--- config.mk ---
export PLATFORM = sky130hd
export DESIGN_NAME = inst_fetch
export DESIGN_NICKNAME = d
export VERILOG_FILES = /design/src/rtl/inst_fetch.sv
export SDC_FILE = /design/constraint.sdc
export NUM_CORES = 1
export LEC_CHECK = 0
export CORE_MARGIN = 2
export CORE_UTILIZATION = 52
export CTS_CLUSTER_DIAMETER = 30
export DETAILED_ROUTE_END_ITERATION = 7
export PLACE_DENSITY = 0.85
export SYNTH_ARGS = -nofsm -noshare
export SYNTH_HDL_FRONTEND = slang
export SYNTH_SLANG_ARGS = --single-unit
--- constraint.sdc ---
create_clock -name clk -period 11.7 [get_ports clk]
set_clock_uncertainty 0.1 [all_clocks]
set_input_delay 2.34 -clock clk [delete_from_list [all_inputs] [get_ports clk]]
set_output_delay 2.34 -clock clk [all_outputs]
set_load 0.02 [all_outputs]
--- src/rtl/inst_fetch.sv ---
// Instruction fetch stage: owns the PC, issues one word fetch at a time and
// presents {pc, inst} to decode through a one-entry valid/ready output register.
module inst_fetch #(
   parameter int ADDR_WIDTH = 32,
   parameter int INST_WIDTH = 32,
   parameter logic [ADDR_WIDTH-1:0] RESET_PC = 32'h1C000000
) (
   input  logic                  clk,
   input  logic                  rst,
   output logic                  imem_req,
   output logic [ADDR_WIDTH-1:0] imem_addr,
   input  logic                  imem_ready,
   input  logic                  imem_rvalid,
   input  logic [INST_WIDTH-1:0] imem_rdata,
   input  logic                  redirect_valid,
   input  logic [ADDR_WIDTH-1:0] redirect_target,
   input  logic                  id_ready,
   output logic                  if_valid,
   output logic [ADDR_WIDTH-1:0] if_pc,
   output logic [INST_WIDTH-1:0] if_inst,
   output logic                  if_excp_adef
);

   typedef enum logic [1:0] {S_REQ, S_WAIT, S_HOLD} state_t;

   state_t                state, state_n;
   logic [ADDR_WIDTH-1:0] pc, pc_n;
   logic [ADDR_WIDTH-1:0] req_pc, req_pc_n;
   logic                  drop, drop_n;
   logic                  valid_n;
   logic [ADDR_WIDTH-1:0] if_pc_n;
   logic [INST_WIDTH-1:0] if_inst_n;
   logic                  adef_n;
   logic                  aligned;
   logic                  accept;

   assign aligned   = (pc[1:0] == 2'b00);
   assign imem_req  = !rst && (state == S_REQ) && aligned;
   assign imem_addr = pc;
   assign accept    = imem_req && imem_ready;

   always_ff @(posedge clk or posedge rst) begin
      if (rst) begin
         state        <= S_REQ;
         pc           <= RESET_PC;
         req_pc       <= RESET_PC;
         drop         <= 1'b0;
         if_valid     <= 1'b0;
         if_pc        <= RESET_PC;
         if_inst      <= '0;
         if_excp_adef <= 1'b0;
      end else begin
         state        <= state_n;
         pc           <= pc_n;
         req_pc       <= req_pc_n;
         drop         <= drop_n;
         if_valid     <= valid_n;
         if_pc        <= if_pc_n;
         if_inst      <= if_inst_n;
         if_excp_adef <= adef_n;
      end
   end

   // drop marks a request already accepted by memory whose response must be
   // thrown away because a redirect arrived after it was issued.
   always_comb begin
      state_n   = state;
      pc_n      = pc;
      req_pc_n  = req_pc;
      drop_n    = drop;
      valid_n   = if_valid;
      if_pc_n   = if_pc;
      if_inst_n = if_inst;
      adef_n    = if_excp_adef;

      case (state)
         S_REQ: begin
            if (!aligned) begin
               if (!redirect_valid) begin
                  state_n   = S_HOLD;
                  valid_n   = 1'b1;
                  if_pc_n   = pc;
                  if_inst_n = '0;
                  adef_n    = 1'b1;
               end
            end else if (accept) begin
               state_n  = S_WAIT;
               req_pc_n = pc;
               drop_n   = redirect_valid;
            end
         end
         S_WAIT: begin
            if (imem_rvalid) begin
               drop_n = 1'b0;
               if (!drop && !redirect_valid) begin
                  state_n   = S_HOLD;
                  valid_n   = 1'b1;
                  if_pc_n   = req_pc;
                  if_inst_n = imem_rdata;
                  adef_n    = 1'b0;
               end else begin
                  state_n = S_REQ;
               end
            end else if (redirect_valid) begin
               drop_n = 1'b1;
            end
         end
         S_HOLD: begin
            if (redirect_valid || (if_valid && id_ready)) begin
               valid_n = 1'b0;
               state_n = S_REQ;
               pc_n    = pc + ADDR_WIDTH'(4);
            end
         end
         default: state_n = S_REQ;
      endcase

      // A taken branch always wins over sequential advance.
      if (redirect_valid)
         pc_n = redirect_target;
   end

endmodule

After elaboration in Yosys (flattened, before gate mapping)
Index checks and enable logic that the tools add are counted.

word-level totals
  output and inout bits = 99
  register bits after elaboration = 133
  input port bits = 70
  logic and storage cells = 76

operators by class
  multiplexer cells = 34
  equal/unequal tests = 12
  add/subtract/negate cells = 1
  reductions and logical operators = 21

operators by type and width
  kind                                                 count
  two-way mux 32 bit                                   11
  one-hot mux 32 bit (2 select lines)                  2
  adder 32 x 3 -> 32 bit, second input constant        1
  inequality test 2 bit, second input constant         7
  two-way mux 2 bit                                    6
  two-way mux 1 bit                                    11
  inequality test 3 bit, second input constant         3
  AND reduction 4 bit                                  2
  one-hot mux 2 bit (3 select lines)                   1
  AND reduction 6 bit                                  1
  nonzero test 2 bit                                   3
  logical AND 1 bit                                    5
  AND reduction 5 bit                                  1
  zero test 2 bit                                      2
  one-hot mux 1 bit (2 select lines)                   2
  zero test 1 bit                                      3
  one-hot mux 1 bit (3 select lines)                   1
  AND reduction 3 bit                                  1
  nonzero test 3 bit                                   1
  equality test 2 x 1 -> 1 bit, second input constant  1
  equality test 2 bit, second input constant           1
  AND reduction 2 bit                                  1
  logical OR 1 bit                                     1

Depth between registers and ports, before layout
Gate-level depths: netlist (run 1).

  depth after elaboration = 7
  mapped depth = 8
  gate-level depth less buffers = 5

Worst setup path before layout (run 1)
No wires, ideal clock.

  path type = input-to-output
  from = input rst
  to = output imem_req
  data required time = 9.260 ns
  path buffers = 0
  cell stages on the path = 2
  arrival = 2.746 ns
  slack = 6.514 ns
  path through = nor3_1 -> and2_1

on the way
  cells in the longest elaborated chain, start to end = 3

RTL lines
  what                              RTL line  RTL
  start, declared                   9         input logic rst,
  zero test 1 bit (no source line)  --
  logical AND 1 bit (2 in a row)    38        assign imem_req = !rst && (state == S_REQ) && aligned;
  end, declared                     10        output logic imem_req,

Every way passes these cells.

Worst setup path after layout (run 1)
Ends and elaborated chain as after synthesis.

==> results of run 1 <==
power by group:
part	internal, mW	switching (mW)
clock	0.425	0.204
sequential	0.565	0.0755
combinational	0.188	0.195
total	1.18	0.475
cells in the mapped netlist, types with 2 or more instances:
cell,count
mux2_2,30
nor3_1,5
o211ai_1,3
and4_2,2
or3_1,5
nand3_1,44
dfstp_2,9
clkbuf_2,2
and3_2,2
buf_2,4
inv_1,5
xnor2_1,5
mux2i_1,31
a211oi_1,2
nor2_1,24
and2_1,3
o21ai_0,50
or2_2,2
buf_1,4
clkbuf_8,5
nand4_1,14
xor2_1,3
dfrtp_1,124
and3_1,2
a21oi_1,2
o31ai_1,13
clkbuf_1,28
a31oi_1,17
or4_1,15
nand2_1,124
nor2b_1,2
layer usage:
| layer | routed length (um) | GRT usage | vias to the layer above | part of all wire |
|---|---|---|---|---|
| met2 | 8140 | 0.445 | 230 | 0.50 |
| met1 | 6470 | 0.323 | 2559 | 0.40 |
| met3 | 1450 | 0.102 | 29 | 0.089 |
| li1 | - | - | 2432 | - |
| met4 | 302 | 0.104 | 0 | 0.018 |
| met5 | 0 | 0 | - | 0 |
final timing paths:
check / endpoint / cells after the start / startpoint
worst max-delay path: imem_req / 4 / rst
worst min-delay path: if_inst[23] / 2 / if_inst[23]
worst max register to register: drop / 5 / state[0]
worst min register to register: if_inst[23] / 2 / if_inst[23]
max in group asynchronous: if_pc[10] / 3 / rst
min in group asynchronous: if_inst[1] / 2 / rst
stage by stage:
step / cell area (sq um) / power, mW / util
finish: 8500 / 1.65 / 0.741
global route: 8500 / 1.72 / 0.741
CTS: 8500 / 1.66 / 0.741
detailed placement: 7810 / 1.03 / 0.681
global placement: 7810 / 1.01 / 0.681
floorplan: 6120 / 0.840 / -
flip-flops by register name (all words and copies together) (netlist names):
name,cells
imem_addr,32
if_inst,32
if_valid,1
if_pc,32
req_pc,32
if_excp_adef,1
drop,1
state,2
cell families after synthesis:
logic type,share of synthesized area
adder cells (fa/ha/maj),0.00204
multiplexers,0.106
AO/OA/AOI/OAI,0.0936
AND/OR/NAND/NOR,0.198
XOR/XNOR,0.0114
flip-flops,0.545
buffers and inverters,0.0443
cell usage in the layout, fill, tap and decap left out, drive strengths merged, types with 4 or more instances in the layout:
cell,instances
nor2,24
buf,6
bufinv,7
mux2,30
nor3,5
clkdlybuf4s50,168
inv,6
and3,4
a31oi,17
mux2i,31
o31ai,13
dfstp,9
or4,16
nand4,15
or3,5
dfrtp,124
o21ai,50
nand2,124
clkbuf,18
clkinvlp,4
nand3,44
xnor2,5
worst max-delay path, stage by stage:
cell and delay (ns):
clkdlybuf4s50_1 0.48, nor3_1 0.27, and2_1 0.18, clkdlybuf4s50_1 0.60
final cells by class:
cell class	count	area, sq um
clock buffers	18	439
clock inverters	14	255
fillers	785	2970
inverters	6	27.5
multi-input cells	417	2530
flip-flops and latches	133	3340
well taps	143	179
repair buffers	174	1730
==> out/qor.csv, run 1 <==
stage,metric,value,unit
global_routing,grt_max_degree,100,
global_routing,grt_overflow,0,
global_routing,first_global_vias,5467,
yosys,yosys.area.top_type,dfrtp_1,
global_routing,antenna_found_initial,0,
sta,rsz0062_at_grt,no,
finish,diodes,0,
worst_setup_path,path_class,input pin to output port,
detailed_routing,via_count,5250,
clock_tree,numCtsBuffers,17,
sta,tns,0,ns
clock_tree,clock_latency,0.43,ns
clock_tree,cts_resized,0,
sta,hold_ws,0.365,ns
clock_tree,cts.sinks,133,
detailed_routing,first_pass_iters,6,
global_routing,grtUsageTotal,0.270,
yosys,syn-cell-area,0.00612,sq mm
place,port_buffers,168,
power,ir_drop,0.000162,V
clock_tree,cts.path.max_buffers,2,
clock_tree,cts_tree,done,
worst_setup_path,path_max_fanout,2,
worst_setup_path,rrSetupSlack,9.05,ns
status,run_status,"complete, no violations",
flow_run,cap_violations,0,
sta,finalSetupViolCount,0,
yosys,synth_enable_flop_cells,0,
yosys,yosys-top-cells-area,"dfrtp_1 51%, nand2_1 7.6%, mux2_2 5.5%",
worst_setup_path,critPathRequiredTime,9.26,ns
sta,timing.fmax,158,MHz
die,die_area,0.0127,sq mm
die,pin_count,169,
clock_tree,htreeDepth,4,
clock_tree,post-cts-setup-buffer-count,0,
die,die_h,113,um
finish,instances_no_fill,905,
yosys,synth-seq-cells,133,
detailed_routing,dr.first_iter.drc_count,420,
die,initial_utilization,0.534,
finish,syn2layout_area_growth,38.8,%
yosys,yosysUniqueCellTypes,52,
sta,setup_ws,5.38,ns
place,placed_cells,873,
yosys,async_flop_share,1.00,
yosys,syn-instance-count,602,
worst_setup_path,crit_arrival,3.88,ns
sta,worstMarginPinSlew,0.962,ns
clock_tree,ctsHoldBuffers,0,
yosys,syn_area_per_cell,10.2,sq um
detailed_routing,vias_per_cell,5.80,
place,place_congestion,0.839,
yosys,yosysTopAreaCellShare,0.507,
detailed_routing,drc,0,
worst_hold_path,hold_class,flip-flop to flip-flop,
die,core-area,0.0115,sq mm
worst_setup_path,crit_path_end_kind,output port,
detailed_routing,wl,16.4,mm
power,p_leak,3.59,nW
yosys,syn-num-nets,673,
sta,maxSlewViolCount,0,
detailed_routing,ant_nets,0,
die,die_w,113,um
yosys,ys_seq_area_frac,0.545,
clock_tree,root_buffer,clkbuf_16,
finish,drive_gt1_frac,0.122,
detailed_routing,post_drt_wl_per_cell,18.1,um
sta,fin_crit,6.32,ns
power,power.density,194,mW/mm^2
yosys,yosys_warnings,0,
die,placement_rows,39,
place,hpwl,10.5,mm
global_routing,grt_first_pass_wirelength,27.0,mm
finish,final_net_count,820,
worst_setup_path,start_kind,input pin,
sta,hold_viol_final,0,
place,dp_slack,5.40,ns
sta,timing.slew.headroom,0.358,
sta,finalCritPeriodShare,0.540,
yosys,synth_flop_cell,dfrtp_1,
clock_tree,clkSlewWorstSetupHoldPaths,0.06,ns
No activity file was read; power rests on OpenSTA's default activity.
==> run 2, diff against run 1 <==
Settings changed: CORE_UTILIZATION 52 to 44, PLACE_DENSITY 0.85 to 0.76.
Clock period 11.7 ns to 5.1 ns, I/O delays scaled along.
==> run 2 against run 1 <==
Register-to-register slack got worse by 6.7 ns. Clock power increased by 80%. Clock-buffer cell count increased by 4. Core utilization decreased by 13 points. Hold slack got worse by 0.0016 ns. Critical path depth unchanged. Die area increased by 18%. Sequential power increased by 130%. Combinational power increased by 130%. Routed wire length decreased by 5.7%. Highest routed layer unchanged.
==> out/qor.csv, run 2 (synthesis gave the netlist of run 1 again) <==
stage,metric,value,unit,change
die,placement_rows,43,,+10%
detailed_routing,dr.first_iter.drc_count,301,,-28%
finish,instances_no_fill,941,,+4.0%
power,p_leak,3.53,nW,-1.6%
sta,tns,0,ns,unchanged
die,core-area,0.0137,sq mm,+20%
power,intPower,2.43,mW,+110%
detailed_routing,via_count,5196,,-1.0%
power,power.total,3.47,mW,+110%
detailed_routing,wl,15.4,mm,-5.7%
sta,finalSetupViolCount,0,,unchanged
worst_hold_path,hold_class,flip-flop to flip-flop,,
clock_tree,cts.path.max_buffers,2,,unchanged
sta,maxSlewViolCount,0,,unchanged
clock_tree,cts.sinks,133,,unchanged
sta,worstMarginPinSlew,0.975,ns,+0.0132 ns
power,power.density,413,mW/mm^2,+110%
worst_setup_path,crit_path_end_kind,output port,,
clock_tree,clkSlewWorstSetupHoldPaths,0.06,ns,about the same
sta,timing.slew.headroom,0.350,,-0.00806
die,die_area,0.0149,sq mm,+18%
worst_setup_path,worstPathCellList,clkdlybuf4s50_1 > nor3_1 > and2_1 > clkdlybuf4s50_1,,
detailed_routing,ant_nets,0,,unchanged
finish,fillers,1132,,+44%
power,p_switching,1.04,mW,+120%
global_routing,grt_first_pass_wirelength,25.8,mm,-4.4%
die,pin_count,169,,unchanged
sta,finalCritPeriodShare,0.729,,
clock_tree,post-cts-setup-buffer-count,0,,unchanged
power,combinationalPowerShare,0.250,,+0.018
clock_tree,clock_latency,0.42,ns,about the same
worst_setup_path,max_stage_delay,0.61,ns,about the same
power,clockPowerShare,0.327,,-0.054
place,port_buffers,168,,unchanged
detailed_routing,drc,0,,unchanged
sta,fin_crit,3.72,ns,
place,place_congestion,0.768,,-8.4%
global_routing,antenna_found_initial,0,,unchanged
sta,rsz0062_at_grt,no,,
sta,setup_ws,1.38,ns,-4.00 ns
global_routing,grt_overflow,0,,unchanged
detailed_routing,first_pass_iters,5,,-1
place,hpwl,10.6,mm,+1.0%
finish,final_net_count,820,,unchanged
flow_run,cap_violations,0,,unchanged
worst_setup_path,slowest_stage,clkdlybuf4s50_1,,
worst_setup_path,critPathRequiredTime,3.98,ns,-5.28 ns
power,p_seq_frac,0.423,,+0.035
worst_setup_path,crit_arrival,2.60,ns,-1.28 ns
sta,timing.fmax,269,MHz,
power,p_sw_frac,0.300,,+0.0125
detailed_routing,post_drt_wl_per_cell,16.4,um,-9.3%
place,placed_cells,910,,+4.2%
clock_tree,cts_resized,0,,unchanged
finish,diodes,0,,unchanged
die,die_w,122,um,+8.4%
worst_setup_path,path_common_cell,clkdlybuf4s50_1,,
global_routing,grtUsageTotal,0.221,,-0.0491
clock_tree,cts_tree,done,,
worst_setup_path,path_class,input pin to output port,,
power,ir_drop,0.000202,V,+25%
finish,final_common_cell,clkdlybuf4s50_1,,
clock_tree,root_buffer,clkbuf_16,,
worst_setup_path,start_kind,input pin,,
worst_setup_path,path_max_fanout,2,,unchanged
finish,utilization,0.613,,-0.129
sta,hold_viol_final,0,,unchanged
finish,syn2layout_area_growth,37.2,%,
clock_tree,numCtsBuffers,17,,unchanged
worst_setup_path,r2r-start,state[0],,
worst_setup_path,rrSetupSlack,2.39,ns,-6.66 ns
worst_setup_path,cp-startpoint,rst,,
finish,final_cell_mix,"168 x clkdlybuf4s50_1, 124 x nand2_1, 124 x dfrtp_1",,
place,dp_slack,1.38,ns,-4.02 ns
global_routing,first_global_vias,5267,,-3.7%
clock_tree,htreeDepth,4,,unchanged
die,initial_utilization,0.446,,-0.0877
status,run_status,"complete, no violations",,
die,die_h,122,um,+8.4%
detailed_routing,vias_per_cell,5.52,,-4.8%
global_routing,grt_max_degree,111,,+11%
clock_tree,ctsHoldBuffers,0,,unchanged
finish,drive_gt1_frac,0.118,,-0.00378
worst_hold_path,worstHoldStart,if_inst[31],,
==> run 2: cell count changes in the layout (fill, tap and decap cells not counted) <==
cell | before | now
clkbuf_8 | 1 | 3
clkinv_4 | 0 | 1
clkinvlp_4 | 4 | 2
clkbuf_1 | 0 | 2
bufinv_16 | 7 | 1
clkinv_2 | 3 | 5
==> run 2: final cells by class <==
cell class / instances / area [sq um] / share of cell area
Clock inverter: 9 / 78.8 / 0.00938
Multi-Input combinational cell: 417 / 2530 / 0.301
Timing Repair Buffer: 174 / 1730 / 0.205
Sequential cell: 133 / 3340 / 0.397
Clock buffer: 22 / 474 / 0.0564
Inverter: 6 / 27.5 / 0.00327
Tap cell: 180 / 225 / 0.0268
==> run 2: worst paths after layout <==
| check | end | depth (start not counted) |
|---|---|---|
| setup / recovery | imem_req | 4 |
| hold / removal | if_inst[31] | 2 |
| setup reg to reg | if_pc[4] | 5 |
| hold reg to reg | if_inst[31] | 2 |
| max in group asynchronous | imem_addr[5] | 3 |
| min in group asynchronous | if_inst[20] | 2 |
==> run 2: stage by stage <==
stage	area, sq um	hold slack (ns)
after floorplan	6120	0.350
after CTS	8410	0.368
after global routing	8410	0.391
after detailed placement	7850	0.355
after global placement	7850	0.349
final	8410	0.363
==> run 2: power groups by stage <==
stage	Clock, mW	Combinational [mW]	Sequential (mW)
after floorplan	0	0.331	1.60
after global placement	0	0.852	1.46
after detailed placement	0	0.877	1.48
after CTS	1.15	0.880	1.47
after global routing	1.20	0.946	1.50
final	1.13	0.868	1.47
==> run 2: worst max-delay path, delay by kind of cell <==
kind	cells	cell delay (ns)
buffers and inverters	2	1.12
and+or+nand+nor	2	0.45
==> run 2: metal layers <==
layer / global-route usage / wire (um) / vias up
met1: 0.269 / 6270 / 2567
met2: 0.367 / 7800 / 179
met3: 0.0740 / 1120 / 22
met5: 0 / 0 / -
met4: 0.0790 / 237 / 0
li1: - / - / 2428
